==> src/rtl/seven_seg_scan_ctrl.sv <==
// Multiplexed 7-seg scan controller with double-buffered BCD value.
// Optional: LEADING_ZERO_BLANK_EN blanks slots above the top nonzero digit.
module seven_seg_scan_ctrl #(
  parameter int N_DIGITS = 4,
  parameter int REFRESH_DIV = 100000,
  parameter int GAP_CYCLES = 4,
  parameter logic [3:0] PH_CODE = 4'hF,
  localparam int SW = (N_DIGITS > 1) ? $clog2(N_DIGITS) : 1,
  localparam int DW = 4 * N_DIGITS
) (
  input  logic          clk,
  input  logic          rst_n,
  input  logic          en,
  input  logic          load_valid,
  input  logic [DW-1:0] load_data,
  output logic          load_ready,
  output logic [3:0]    dig_code,
  output logic [N_DIGITS-1:0] an,
  output logic [SW-1:0] dig_sel,
  output logic          frame_tick
);

  localparam int CW = $clog2(REFRESH_DIV);
  localparam logic [CW-1:0] CNT_LAST = CW'(REFRESH_DIV - 1);
  localparam logic [CW-1:0] GAP_LAST = CW'(GAP_CYCLES - 1);
  localparam logic [SW-1:0] SEL_LAST = SW'(N_DIGITS - 1);

  typedef enum logic [1:0] {
    S_OFF,
    S_GAP,
    S_ON
  } state_t;

  localparam state_t S_START = (GAP_CYCLES == 0) ? S_ON : S_GAP;

  state_t state, state_n;
  logic [CW-1:0] cnt, cnt_n;
  logic [SW-1:0] sel_n;
  logic [DW-1:0] disp, disp_n;
  logic [DW-1:0] shadow, shadow_n;
  logic pending, pending_n;
  logic [N_DIGITS-1:0] an_n;
  logic [3:0] code_n;
  logic tick_n;
  logic lit;
`ifdef LEADING_ZERO_BLANK_EN
  logic [SW-1:0] msd;
`endif

  always_comb begin
    state_n = state;
    cnt_n = cnt;
    sel_n = dig_sel;
    if (!en) begin
      state_n = S_OFF;
      cnt_n = '0;
      sel_n = '0;
    end else begin
      unique case (state)
        S_OFF: begin
          state_n = S_START;
          cnt_n = '0;
          sel_n = '0;
        end
        S_GAP: begin
          cnt_n = cnt + 1'b1;
          if (cnt == GAP_LAST) state_n = S_ON;
        end
        S_ON: begin
          if (cnt == CNT_LAST) begin
            cnt_n = '0;
            state_n = S_START;
            sel_n = (dig_sel == SEL_LAST) ? '0 : dig_sel + 1'b1;
          end else begin
            cnt_n = cnt + 1'b1;
          end
        end
        default: begin
          state_n = S_OFF;
          cnt_n = '0;
          sel_n = '0;
        end
      endcase
    end
  end

  // pending gates load_ready, so a swap and a transfer never coincide
  always_comb begin
    disp_n = disp;
    shadow_n = shadow;
    pending_n = pending;
    if (frame_tick && pending) begin
      disp_n = shadow;
      pending_n = 1'b0;
    end else if (load_valid && load_ready) begin
      shadow_n = load_data;
      pending_n = 1'b1;
    end
  end

  always_comb begin
    lit = 1'b1;
`ifdef LEADING_ZERO_BLANK_EN
    msd = '0;
    for (int i = 1; i < N_DIGITS; i++) begin
      if (disp_n[4*i +: 4] != 4'h0) msd = SW'(i);
    end
    lit = (sel_n <= msd);
`endif
    an_n = '1;
    code_n = PH_CODE;
    for (int i = 0; i < N_DIGITS; i++) begin
      if (sel_n == SW'(i)) begin
        code_n = disp_n[4*i +: 4];
        an_n[i] = !((state_n == S_ON) && lit);
      end
    end
    tick_n = (state_n == S_ON) && (sel_n == SEL_LAST) &&
             (cnt_n == CNT_LAST);
  end

  // outputs are registered from next-state values so they align with state
  always_ff @(posedge clk) begin
    if (!rst_n) begin
      state <= S_OFF;
      cnt <= '0;
      dig_sel <= '0;
      disp <= {N_DIGITS{PH_CODE}};
      shadow <= {N_DIGITS{PH_CODE}};
      pending <= 1'b0;
      an <= '1;
      dig_code <= PH_CODE;
      frame_tick <= 1'b0;
      load_ready <= 1'b1;
    end else begin
      state <= state_n;
      cnt <= cnt_n;
      dig_sel <= sel_n;
      disp <= disp_n;
      shadow <= shadow_n;
      pending <= pending_n;
      an <= an_n;
      dig_code <= code_n;
      frame_tick <= tick_n;
      load_ready <= !pending_n;
    end
  end

endmodule
==> config.mk <==
export PLATFORM = sky130hd
export DESIGN_NAME = seven_seg_scan_ctrl
export DESIGN_NICKNAME = d
export VERILOG_FILES = /design/src/rtl/seven_seg_scan_ctrl.sv
export SDC_FILE = /design/constraint.sdc
export NUM_CORES = 1
export LEC_CHECK = 0
export BUFFER_PORTS_ARGS = -buffer_cell sky130_fd_sc_hd__clkbuf_2
export CAP_MARGIN = 20
export CORE_UTILIZATION = 45
export CTS_CLUSTER_DIAMETER = 60
export DETAILED_ROUTE_END_ITERATION = 8
export PLACE_DENSITY_LB_ADDON = 0.05
export SYNTH_ARGS = -nofsm -noshare
export SYNTH_HDL_FRONTEND = slang
export SYNTH_SLANG_ARGS = --single-unit
==> constraint.sdc <==
create_clock -name clk -period 2.3 [get_ports clk]
set_input_delay 0.575 -clock clk [delete_from_list [all_inputs] [get_ports clk]]
set_output_delay 0.575 -clock clk [all_outputs]
set_load 0.01 [all_outputs]
---- After elaboration in Yosys (flattened, before gate mapping) ----
Index checks and enable logic that the tools add are counted.
W data, S select, Z words.
storage, ports and cells
  bits in registers ....................... 64
  logic and storage cells ................. 57
operators by class
  add/subtract/negate cells ............... 2
  equal/unequal tests ..................... 10
  multiplexer cells ....................... 18
  bitwise gates (word level) .............. 1
  reduce and logical (&&, ||, !) cells .... 13
operators with widths
  operator                 count
  $eq A17 B17 Y1 const B   2
  $mux W17                 2
  $pmux W17 S2             1
  $add A17 B1 Y17 const B  1
  $eq A17 B2 Y1 const B    1
  $mux W16                 1
  $mux W4                  4
  $mux W2                  6
  $eq A2 B2 Y1 const B     5
  $reduce_and A2 Y1        5
  $pmux W2 S3              1
  $eq A2 B1 Y1 const B     2
  $logic_and A1 B1 Y1      4
  $logic_not A2 Y1         2
  $pmux W2 S2              1
  $add A2 B1 Y2 const B    1
  $logic_not A1 Y1         2
  $mux W1                  2
  $not A1 Y1               1

---- Longest topological paths before layout ----
  word-level depth ........................ 10
  gate-level depth with buffers ........... 11
  gate-level depth less buffers ........... 9

---- Worst setup path after synthesis ----
Ideal clock, no wire load.
  path type ............................... register -> register
  start ................................... register cnt[5]
  end ..................................... register dig_code[3]
  setup time .............................. 0.122 ns
  data arrival time ....................... 2.240 ns
  path slack .............................. -0.062 ns
  cell stages (with the launch flop) ...... 9
  path buffers ............................ 1
  clock period less this slack ............ 2.362 ns
  cells stage by stage .................... dfxtp_1 > or3_4 > or4_4 > o31ai_4 > a21o_2 > buf_6 > mux4_1 > nand2b_1 > o31a_2
between the ends
  longest elaborated chain between the ends .. 9
RTL lines
  element                   line  text
  start: declaration        37    logic [CW-1:0] cnt, cnt_n;
  start signal: assignment  137   cnt <= cnt_n;
  $eq A17 B17 Y1 *          70    if (cnt == CNT_LAST) begin
  $mux W2 *                 70
  $pmux W2 S2 *             59    unique case (state)
  $mux W2 *                 54    if (!en) begin
  $logic_not A2 Y1          113   if (sel_n == SW'(i)) begin
  $mux W4 (3 in a row)      113
  $mux W4 *                 113
  end signal: assignment    143   dig_code <= code_n;
  end: declaration          17    output logic [3:0] dig_code,
Every way passes the cells marked *; elsewhere a longest branch is shown, timed or not.
A chain may end at the register's enable or synchronous reset.

---- Worst setup path in the final report ----
  start ................................... register cnt[6]
  end ..................................... register frame_tick
between the ends
  longest elaborated chain between the ends .. 7
RTL lines
  element                                                                  line  text
  parallel branches: the longest is 6 deep, another holds $add A17 B1 Y17  -
  $logic_and A1 B1 Y1 *                                                    118   tick_n = (state_n == S_ON) && (sel_n == SEL_LAST) &&
  end signal: assignment                                                   144   frame_tick <= tick_n;
  end: declaration                                                         20    output logic frame_tick
Every way passes the cells marked *.

==> summary by stage <==
Cells and area
The post-layout utilization of the core is 58.01%. Cells with a size suffix above 1 make up 25.30% of the layout. For this run, the post-layout net count is 444. Once layout is complete, the cells apart from fillers number 500. The antenna diode count is 0. The relative area change from synthesis to final layout is 24.32%.

Critical path
On the worst path, the slowest cell contributes a delay of 0.47 ns. The depth of the most critical reg-to-reg path is 8. The critical path is of the reg2reg type. STA puts the critical path data arrival time at 2.52 ns. Data on the critical path is required at its endpoint by 2.59 ns. The kind of cell adding the most delay to the critical path is simple AND/OR/NAND/NOR gates. The critical path runs through a total of 8 cells.

The element type at the critical path end is a flip-flop. The number of buffers and inverters on the critical path is 1. Among all stages on the critical path, the largest delay is contributed by or4_4. Traced cell by cell, the critical path runs through or3_4, or4_4, nor3_2, a221oi_2, nand2b_4, buf_4, a211oi_2, o2111a_1. The maximum fanout along the worst path is 6. STA classifies the critical path startpoint as a flip-flop.

Yosys
The synthesized instance count is 362. After synthesis, the share of flip-flops with an asynchronous set or reset is 0%. The fraction of the yosys area taken by sequential cells is 43.24%.

The top-area cell type share of the netlist area is 43.24%. In this run the cell area of the synthesized design comes to 2963 µm². Synthesis inferred 64 register bits. The number of synthesized flops with an enable pin is 0. The count of cell types in the netlist is 47. Sorting the synthesized cells by area gives the leading types as dfxtp_1 (43%), nand2_1 (12%), nand3_1 (7.4%).

Of all cell types, the one taking the most synthesized area is dfxtp_1. The mean instance size in the synthesized netlist is 8.185 µm². Among all flip-flop cells after synthesis, the most frequent one is dfxtp_1. The number of nets handed over by synthesis was 388.

In the synthesized netlist, the cells that appear most often are nand2_1 (94), dfxtp_1 (64), nand3_1 (44), nor2_1 (28), clkbuf_1 (15). nand2_1 is the most common cell in the netlist. The Yosys step of the flow raised 0 warnings.

Drt
The detail route stage leaves a number of antenna-violating nets equal to 0. The routed layout has 2623 vias. The routed design has 6.884 mm of wire. The post-detailed-route DRC marker count is 0. The per-cell routed wire length is 13.77 µm.

In this run the top signal layer used is met4. Summed over all nets, wire length on met2 after detailed routing comes to 2.993 mm. The detailed router finished its first iteration with 112 violations. For this block, wires on met1 add up to 3.440 mm. The met3 wire length is 342 µm. The detailed-route vias per instance is 5.246. For this run, the detailed router's first-pass iteration total came to 4.

CTS
The H-tree depth is 3. Clock-pin slew was measured on the worst setup and hold paths at 0.07 ns. The total clock buffers created by CTS is 9. The buffer cell driving the clock tree root is clkbuf_8.

The number of buffers on the longest clock path is 2. Counting every sink on the clock net gives 64. The number of setup buffers added after CTS is 0. The clock latency at the later pin of the worst-skew pair is 0.34 ns. The CTS tree is built.

Die
The initial utilization of the core area, before any placement, comes to 46.66%. The die is 83.14 µm wide. The overall die area is 6912 µm². The cell row count is 29. The core region is 6350 µm². The number of ports placed on the die boundary is 32. The floorplan step set the die height to 83.14 µm.

Timing
For this run, the top clock speed supported by timing is 0.4483 GHz. The final critical path takes up 96.99% of the cycle. The normalized max-slew margin is 34.91%. At the pin with the least slew margin, the transition time is 0.9727 ns. Adding up every negative setup slack in the final design gives 0 ns. The largest clock skew in the final design is 0.008756 ns.

The number of setup violations in the final report is 0. Setup repair after global routing could not meet its margin everywhere. Setup slack on the critical path of the routed design comes to 0.06913 ns. The final count of pins violating max slew is 0.

The minimum period implied by the final worst setup slack is 2.231 ns. The number of hold violations in the final report is 0. The minimum hold slack is 0.4368 ns.

Outcome
The flow ran to the end, and the final reports show no timing, DRC or antenna violations.

Global route
The number of antenna violations at the first check in global routing was 0. The overall global routing resource usage is 21.12%. The aggregate global routing overflow is 0. Entering global routing, the biggest net connects 34 pins. The number of global-route vias before repair is 2389. The first global-routing pass estimated 11.44 mm of wire.

Power
The worst-case IR drop observed on VDD is 436.7 µV. The static power due to leakage is 1.552 nW. For this design the ratio of total power to cell area is 676.8 nW/µm².

Placement
Summed over all nets, the half-perimeter wirelength after detailed placement is 4.908 mm. The routability congestion estimate is 0.8595. Counting tap cells, the placed design contains a total of 484 instances. In this run the tool buffered the top-level ports with 31 buffer cells.

At the placement stage, the worst setup path has a slack of 0.008723 ns.

Flow run
Max-cap violations in this run came to 0.

Hold path
Counting instances, the worst hold path has a depth of 3. In this run the worst hold path is classified as in2reg.
## final timing paths
kind	start	endpoint	slack (ns)
max	cnt[6]	frame_tick	0.07
min	load_data[5]	shadow[5]	0.44
max reg2reg	cnt[6]	frame_tick	0.07
min reg2reg	disp[8]	disp[8]	0.46
## flip-flops by register name, indices dropped and copies added, names as in the netlist
| register | flops |
|---|---|
| an | 4 |
| cnt | 17 |
| dig_code | 4 |
| dig_sel | 2 |
| disp | 16 |
| frame_tick | 1 |
| load_ready | 1 |
| pending | 1 |
| shadow | 16 |
| state | 2 |
## timing repair
item | in CTS | in global routing
pin swaps | 0 | 4
resized for setup | 2 | 16
hold buffers | 0 | 0
setup endpoints to repair | 2 | 9
## cell families after synthesis
kind of cell             Yosys count  share of synthesized area (%)
AND/OR/NAND/NOR                  212                          33.99
flip-flops                        64                          43.24
AO/OA/AOI/OAI                     35                          8.319
buffers and inverters             24                          3.294
XOR/XNOR                          16                          4.730
adder cells (fa/ha/maj)            6                          2.534
multiplexers                       5                          3.885
## metrics by stage
step           cell area [µm²]  power (mW)
4_1_cts                   3637       2.517
5_1_grt                   3684       2.583
2_1_floorplan             2963       1.245
3_5_place_dp              3376       1.293
6_report                  3684       2.493
3_3_place_gp              3376       1.291
## metal layers
layer,global-route usage [%],up-vias
met1,30.46,1190
li1,-,1346
met2,30.85,77
met4,9.404,0
met5,0,-
met3,3.579,10
## final cells by class
class / count / area, µm²
Timing Repair Buffer: 62 / 387.9
Tap cell: 77 / 96.34
Fill cell: 590 / 2666
Sequential cell: 64 / 1282
Inverter: 7 / 26.28
Clock buffer: 11 / 151.4
Multi-Input combinational cell: 274 / 1637
Clock inverter: 5 / 102.6
## cell usage in the layout, fill, tap and decap left out, types with 2 or more instances in the layout
cell type	n
nand4_1	2
or3_1	3
and2_1	6
nor2_1	27
clkbuf_8	11
nor3_2	3
o21bai_1	2
inv_1	7
a21oi_1	8
nand3_1	44
nand2_1	94
and3_1	2
xnor2_1	8
nand2b_1	4
mux4_2	2
nor3_1	4
buf_4	31
clkbuf_2	31
ha_1	6
mux4_1	2
o21ai_0	4
or2_2	5
o22ai_1	5
bufinv_16	3
xor2_1	8
dfxtp_1	63
or3_4	2
o211ai_1	4
## worst reg2reg max path, stage by stage, from the launching register on
cell and delay (ns):
dfxtp_2 0.32, or3_4 0.41, or4_4 0.47, nor3_2 0.23
a221oi_2 0.06, nand2b_4 0.15, buf_4 0.16, a211oi_2 0.16
o2111a_1 0.21
## where the power goes
part	leakage, nW	total, mW	internal (mW)	switching (mW)
combinational	0.904	0.109	0.0473	0.0616
sequential	0.522	1.16	1.14	0.0223
clock	0.126	1.23	0.777	0.449
No activity file was read; power rests on OpenSTA's default activity.
